--- src/rtl/rsa_rfid_pkg.sv ---
// Shared constants, FSM state type and CRC step for the rsa_rfid transmit path.
// Latency: n/a (package only).
// Backpressure: n/a (package only).
package rsa_rfid_pkg;

    localparam logic [7:0]  PREAMBLE   = 8'hAC;
    localparam logic [15:0] CRC16_POLY = 16'h1021;
    localparam logic [15:0] CRC16_INIT = 16'hFFFF;

    typedef enum logic [2:0] {
        IDLE,
        PRE,
        DATA,
        CRC,
        GAP
    } tx_state_t;

    // One bit of an unreflected MSB-first CRC-16 (poly 0x1021).
    function automatic logic [15:0] crc16_step(input logic [15:0] crc, input logic din);
        logic [15:0] shifted;
        shifted = {crc[14:0], 1'b0};
        return (crc[15] ^ din) ? (shifted ^ CRC16_POLY) : shifted;
    endfunction

endpackage

--- src/rtl/rsa_tx_fifo.sv ---
// Synchronous show-ahead FIFO holding ciphertext bytes for the framer.
// Latency: push visible in count one cycle later; head (pop_data) is combinational.
// Backpressure: push on full is refused unless a pop happens in the same cycle.
// Ports: clk, reset (async active-low), push/push_data, pop/pop_data, full, empty, count.
module rsa_tx_fifo #(
    parameter int DATA_W     = 8,
    parameter int FIFO_DEPTH = 4
) (
    input  logic                        clk,
    input  logic                        reset,
    input  logic                        push,
    input  logic [DATA_W-1:0]           push_data,
    input  logic                        pop,
    output logic [DATA_W-1:0]           pop_data,
    output logic                        full,
    output logic                        empty,
    output logic [$clog2(FIFO_DEPTH):0] count
);
    localparam int AW = $clog2(FIFO_DEPTH);

    logic [DATA_W-1:0] mem [FIFO_DEPTH];
    logic [AW-1:0]     wr_ptr;
    logic [AW-1:0]     rd_ptr;
    logic              do_push;
    logic              do_pop;

    assign empty    = (count == '0);
    assign full     = (count == (AW+1)'(FIFO_DEPTH));
    assign do_pop   = pop && !empty;
    // A full FIFO still accepts a write when the head leaves in the same cycle.
    assign do_push  = push && (!full || do_pop);
    assign pop_data = mem[rd_ptr];

    always_ff @(posedge clk or negedge reset) begin
        if (!reset) begin
            wr_ptr <= '0;
            rd_ptr <= '0;
            count  <= '0;
        end else begin
            if (do_push) wr_ptr <= wr_ptr + AW'(1);
            if (do_pop)  rd_ptr <= rd_ptr + AW'(1);
            case ({do_push, do_pop})
                2'b10:   count <= count + (AW+1)'(1);
                2'b01:   count <= count - (AW+1)'(1);
                default: count <= count;
            endcase
        end
    end

    always_ff @(posedge clk) begin
        if (do_push) mem[wr_ptr] <= push_data;
    end

endmodule

--- src/rtl/rsa_tx_framer.sv ---
// Buffers RSA ciphertext bytes and serializes preamble + payload + ~CRC-16 frames on tx_bit.
// Latency: frame starts the cycle after IDLE sees tx_en with a full payload buffered.
// Backpressure: none upstream; bytes arriving on a full FIFO are dropped and flag overflow.
// Ports: clk, reset (async active-low), done/output_text (byte in), tx_en,
//        tx_bit/tx_valid/frame_done (line out), overflow (sticky), fifo_count.
// Build option: define RSA_TX_FM0_EN for an FM0-encoded tx_bit; otherwise NRZ.
module rsa_tx_framer
    import rsa_rfid_pkg::*;
#(
    parameter int DATA_W          = 8,
    parameter int FIFO_DEPTH      = 4,
    parameter int BYTES_PER_FRAME = 2,
    parameter int BIT_DIV         = 4,
    parameter int GAP_BITS        = 2
) (
    input  logic                        clk,
    input  logic                        reset,
    input  logic                        done,
    input  logic [DATA_W-1:0]           output_text,
    input  logic                        tx_en,
    output logic                        tx_bit,
    output logic                        tx_valid,
    output logic                        frame_done,
    output logic                        overflow,
    output logic [$clog2(FIFO_DEPTH):0] fifo_count
);
    localparam int CW       = $clog2(FIFO_DEPTH) + 1;
    localparam int DW       = (BIT_DIV > 1) ? $clog2(BIT_DIV) : 1;
    localparam int BW       = (DATA_W > 1) ? $clog2(DATA_W) : 1;
    localparam int PAY_BITS = DATA_W * BYTES_PER_FRAME;
    localparam int CNT_W    = $clog2(PAY_BITS + GAP_BITS + 24 + 1);

    tx_state_t         state;
    tx_state_t         state_nxt;
    logic [DW-1:0]     div_cnt;
    logic [CNT_W-1:0]  bit_cnt;
    logic [BW-1:0]     byte_bit;
    logic [DATA_W-1:0] shreg;
    logic [DATA_W-1:0] head;
    logic [15:0]       crc;
    logic              bit_end;
    logic              last_bit;
    logic              cur_bit;
    logic              pop_now;
    logic              pop_req;
    logic              fifo_full;
    logic              fifo_empty;

    rsa_tx_fifo #(
        .DATA_W     (DATA_W),
        .FIFO_DEPTH (FIFO_DEPTH)
    ) u_fifo (
        .clk       (clk),
        .reset     (reset),
        .push      (done),
        .push_data (output_text),
        .pop       (pop_req),
        .pop_data  (head),
        .full      (fifo_full),
        .empty     (fifo_empty),
        .count     (fifo_count)
    );

    assign bit_end = (div_cnt == DW'(BIT_DIV - 1));
    // Each payload byte leaves the FIFO on the first cycle of its MSB; that
    // cycle drives the line straight from the FIFO head.
    assign pop_now = (state == DATA) && (div_cnt == '0) && (byte_bit == '0);
    assign pop_req = pop_now && !fifo_empty;

    always_ff @(posedge clk or negedge reset) begin
        if (!reset) state <= IDLE;
        else        state <= state_nxt;
    end

    always_comb begin
        state_nxt  = state;
        last_bit   = 1'b0;
        cur_bit    = 1'b0;
        tx_valid   = 1'b0;
        frame_done = 1'b0;
        case (state)
            IDLE: begin
                if (tx_en && (fifo_count >= CW'(BYTES_PER_FRAME))) state_nxt = PRE;
            end
            PRE: begin
                tx_valid = 1'b1;
                cur_bit  = PREAMBLE[3'd7 - bit_cnt[2:0]];
                last_bit = (bit_cnt == CNT_W'(7));
                if (bit_end && last_bit) state_nxt = DATA;
            end
            DATA: begin
                tx_valid = 1'b1;
                cur_bit  = pop_now ? head[DATA_W-1] : shreg[DATA_W-1];
                last_bit = (bit_cnt == CNT_W'(PAY_BITS - 1));
                if (bit_end && last_bit) state_nxt = CRC;
            end
            CRC: begin
                tx_valid = 1'b1;
                cur_bit  = ~crc[4'd15 - bit_cnt[3:0]];
                last_bit = (bit_cnt == CNT_W'(15));
                if (bit_end && last_bit) state_nxt = GAP;
            end
            GAP: begin
                frame_done = (bit_cnt == '0) && (div_cnt == '0);
                last_bit   = (bit_cnt == CNT_W'(GAP_BITS - 1));
                if (bit_end && last_bit) state_nxt = IDLE;
            end
            default: state_nxt = IDLE;
        endcase
    end

    always_ff @(posedge clk or negedge reset) begin
        if (!reset) begin
            div_cnt  <= '0;
            bit_cnt  <= '0;
            byte_bit <= '0;
            shreg    <= '0;
            crc      <= CRC16_INIT;
        end else if (state == IDLE) begin
            div_cnt  <= '0;
            bit_cnt  <= '0;
            byte_bit <= '0;
            if (state_nxt == PRE) crc <= CRC16_INIT;
        end else begin
            div_cnt <= bit_end ? '0 : div_cnt + DW'(1);
            if (bit_end) begin
                bit_cnt <= last_bit ? '0 : bit_cnt + CNT_W'(1);
                if (state == DATA) begin
                    // CRC folds in each payload bit once, on its last cycle.
                    crc      <= crc16_step(crc, cur_bit);
                    shreg    <= shreg << 1;
                    byte_bit <= (byte_bit == BW'(DATA_W - 1)) ? '0 : byte_bit + BW'(1);
                end
            end
            if (pop_now) shreg <= head;
        end
    end

    always_ff @(posedge clk or negedge reset) begin
        if (!reset)                              overflow <= 1'b0;
        else if (done && fifo_full && !pop_req)  overflow <= 1'b1;
    end

`ifdef RSA_TX_FM0_EN
    // line is the level at the end of the previous bit; it survives between frames.
    logic line;
    logic half2;

    assign half2  = (div_cnt >= DW'(BIT_DIV / 2));
    // Every bit opens inverted; a zero inverts again at mid-bit.
    assign tx_bit = tx_valid & (half2 ? (cur_bit ? ~line : line) : ~line);

    always_ff @(posedge clk or negedge reset) begin
        if (!reset)                    line <= 1'b0;
        else if (tx_valid && bit_end)  line <= cur_bit ? ~line : line;
    end
`else
    assign tx_bit = tx_valid & cur_bit;
`endif

endmodule

--- config.mk ---
export PLATFORM = sky130hd
export DESIGN_NAME = rsa_tx_framer
export DESIGN_NICKNAME = d
export VERILOG_FILES = /design/src/rtl/rsa_rfid_pkg.sv /design/src/rtl/rsa_tx_fifo.sv /design/src/rtl/rsa_tx_framer.sv
export SDC_FILE = /design/constraint.sdc
export NUM_CORES = 1
export LEC_CHECK = 0
export CORE_UTILIZATION = 45
export CTS_CLUSTER_DIAMETER = 200
export DETAILED_ROUTE_END_ITERATION = 12
export PLACE_DENSITY_LB_ADDON = 0.12
export SLEW_MARGIN = 20
export SYNTH_ARGS = -nofsm -noshare
export SYNTH_HDL_FRONTEND = slang
export SYNTH_SLANG_ARGS = --single-unit
--- constraint.sdc ---
create_clock -name clk -period 7.4 [get_ports clk]
set_clock_uncertainty 0.2 [all_clocks]
set_input_delay 1.48 -clock clk [delete_from_list [all_inputs] [get_ports clk]]
set_output_delay 1.48 -clock clk [all_outputs]
set_load 0.005 [all_outputs]
==> impl_metrics.json <==
{
  "start_util": 0.473,
  "io_buffer_count": 18,
  "post-dp-hpwl_um": 4320,
  "synth_area_leaders": "edfxtp_1, dfrtp_1, dfstp_2, mux4_2, ha_1",
  "tightestPinTransition_ns": 0.966,
  "critPathRequiredTime_ns": 5.72,
  "cts.clk_slew.worst_paths_ns": 0.08,
  "cts_resized": 0,
  "fin_ws_ns": 3.07,
  "grtUsageTotal": 0.173,
  "core_area_sq_um": 7850,
  "hold_viol": 0,
  "finalSetupTns_ns": 0,
  "syn_area_per_cell_sq_um": 12.9,
  "row_count": 32,
  "slowest_stage": "dfrtp_1",
  "seq_area_frac_synth": 0.574,
  "ys_ff_latch": 78,
  "dr_total_vias": 2193,
  "crit_family": "multiplexers",
  "die_h_um": 92.8,
  "clk_latency_ns": 0.35,
  "synth_top_family_by_area": "simple AND/OR/NAND/NOR gates",
  "cts_buffers": 9,
  "finalCritPeriodShare": 0.585,
  "worstHoldPathCells": 1,
  "synth-xor-area-share": 0.0307,
  "grt_pass1_vias": 2222,
  "routed_wl_um": 6360,
  "critPathArrivalTime_ns": 2.65,
  "post_cts_buffers": 0,
  "die_w_um": 92.8,
  "dieArea_sq_um": 8620,
  "crit_fanout": 16,
  "synthCells": 287,
  "dp_worst_setup_slack_ns": 3.43,
  "ctsHoldBuffers": 0,
  "clockBufferDepth": 2,
  "power_density_nw_per_um2": 255,
  "pwr-share-seq": 0.548,
  "synth_top_area_frac": 0.259,
  "h-tree-depth": 3,
  "crit_buf_inv": 2,
  "status": "completed",
  "synth-simple-area-share": 0.107,
  "fillCellCount": 690,
  "grt_max_degree": 47,
  "antenna_left": 0,
  "internal_power_w": 0.000757,
  "cp-end-kind": "primary output",
  "pwr-share-comb": 0.170,
  "slew_headroom": 0.355,
  "cts_root_buf": "clkbuf_8",
  "seq_area_sq_um": 2130,
  "num_antenna_cells": 0,
  "critPathMaxStageDelay_ns": 0.65,
  "drc": 0,
  "rsz0062_at_grt": "no",
  "worst-path-stages": 6,
  "fmax_ghz": 0.231,
  "avgViaCountPerCell": 5.36,
  "critPathLaunchType": "register",
  "tritoncts_num_sinks": 78,
  "synthMuxAreaShare": 0.0997,
  "drt_iter0_markers": 107,
  "grt_overflow": 0,
  "grt_pass1_wl_um": 11200,
  "yosysTopAreaCell": "edfxtp_1",
  "synth_cell_types": 49,
  "total_power_w": 0.00105,
  "p_clk_frac": 0.282,
  "swShare": 0.280,
  "post-route-min-period_ns": 4.33,
  "finalMaxSlewViolations": 0,
  "crit_type": "reg2out",
  "cellLeakagePower_nw": 1.60,
  "syn_to_final_growth_pct": 11.1,
  "final_core_util": 0.526,
  "max_cap_viol_count": 0,
  "ir_worst_vdd_uv": 146,
  "wl_per_cell_um": 15.5,
  "final_layout_size_suffix_gt1_frac": 0.160,
  "yosysWarningCount": 0,
  "antenna_found_initial": 0,
  "place_congestion": 0.761,
  "setup_viol": 0,
  "path_cells": "mux4_1 > mux2_4 > nand2_4 > a31oi_4 > inv_1 > clkdlybuf4s50_1",
  "cts_tree": "yes",
  "synth_nets": 313,
  "yosys.area_share.adder": 0.0492,
  "synthesis.area_sq_um": 3710,
  "hold_path_class": "reg2reg",
  "firstDrtPassIters": 4,
  "synth_compound_area_frac": 0.101,
  "ioPinCount": 19,
  "reg2reg_depth": 9,
  "multiInputGateArea_sq_um": 1440,
  "nets": 328,
  "p_switching_w": 0.000295
}
metrics by stage:
step	cells	hold slack [ns]	instance area (sq um)
after floorplan	287	0.232	3710
after global placement	393	0.250	3940
after detailed placement	393	0.255	3940
after CTS	409	0.270	4120
after global routing	409	0.293	4130
final	409	0.266	4130
logic make-up after synthesis:
group,after synthesis
simple gates,77
fa+ha+maj,14
mux,22
xor+xnor,13
compound gates,52
buf+inv,31
flops,78
metal layers:
metal	share of wire	global-route usage	wire, um	vias up
met1	0.47	0.223	2980	1080
li1	-	-	-	1079
met4	0.020	0.0769	125	0
met5	0	0	0	-
met3	0.028	0.0460	176	12
met2	0.48	0.273	3080	22
power groups by stage:
stage,Sequential (W),Clock [W],Combinational [W]
6_report,0.000577,0.000296,0.000179
2_1_floorplan,0.000565,0,0.000138
5_1_grt,0.000587,0.000328,0.000201
3_3_place_gp,0.000586,0,0.000179
4_1_cts,0.000579,0.000310,0.000184
3_5_place_dp,0.000588,0,0.000184
sequential cells by signal (all words and copies together) (netlist names):
signal	cells
u_fifo.mem	32
u_fifo.count	3
bit_cnt	6
u_fifo.rd_ptr	2
shreg	8
state	3
u_fifo.wr_ptr	2
byte_bit	3
div_cnt	2
crc	16
overflow	1
path summary, 6_finish.rpt:
check / start / endpoint / slack [ns]
worst max-delay path: bit_cnt[3] / tx_bit / 3.07
worst min-delay path: div_cnt[0] / div_cnt[0] / 0.27
worst max register to register: state[1] / u_fifo.count[2] / 4.56
worst min register to register: div_cnt[0] / div_cnt[0] / 0.27
max in group asynchronous: reset / shreg[4] / 5.66
min in group asynchronous: reset / bit_cnt[0] / 0.93
cell type report:
| class | count | share of cell area |
|---|---|---|
| inverter | 17 | 0.0155 |
| clock inverter | 7 | 0.0152 |
| clock buffer | 9 | 0.0300 |
| timing repair buffer | 18 | 0.0431 |
| tap | 102 | 0.0309 |
| sequential | 78 | 0.517 |
| multi-input combinational | 178 | 0.349 |
cells in the mapped netlist, drive strengths merged:
library cell  instances
o311ai                1
xnor2                 7
edfxtp               32
fa                    1
clkbuf                7
nand3b                3
a31oi                 1
mux2                  1
ha                   13
and3                  5
mux4                 11
or3                   1
nand2                21
nor3                  3
nor3b                 3
o22ai                 2
nand3                14
and2                  3
a22o                  1
o21a                  2
nor2b                 1
buf                   7
dfstp                16
a21oi                 2
a211oi                1
nand4b                1
o2bb2ai               3
o41ai                 1
o21ai                20
o22a                 16
o21bai                2
or2                   1
mux2i                10
and3b                 1
nor4                  1
inv                  17
nand4                 1
xor2                  6
dfrtp                30
nor2                 15
nand2b                3
placed cells by master, fill, tap and decap left out, types with 3 or more instances in the layout:
master	instances
dfrtp_1	30
inv_6	3
o21ai_0	4
nand2b_1	3
clkbuf_8	9
edfxtp_1	32
xor2_1	6
dfstp_2	16
mux4_2	9
nor2_1	14
nor3b_1	3
inv_1	15
nand3b_1	3
clkdlybuf4s50_1	17
ha_1	13
nand2_1	20
mux2i_1	10
o21ai_1	16
xnor2_1	7
nor3_1	3
o2bb2ai_1	3
o22a_1	16
and2_1	3
and3_1	5
nand3_1	13
Power figures use the tool's default switching activity.
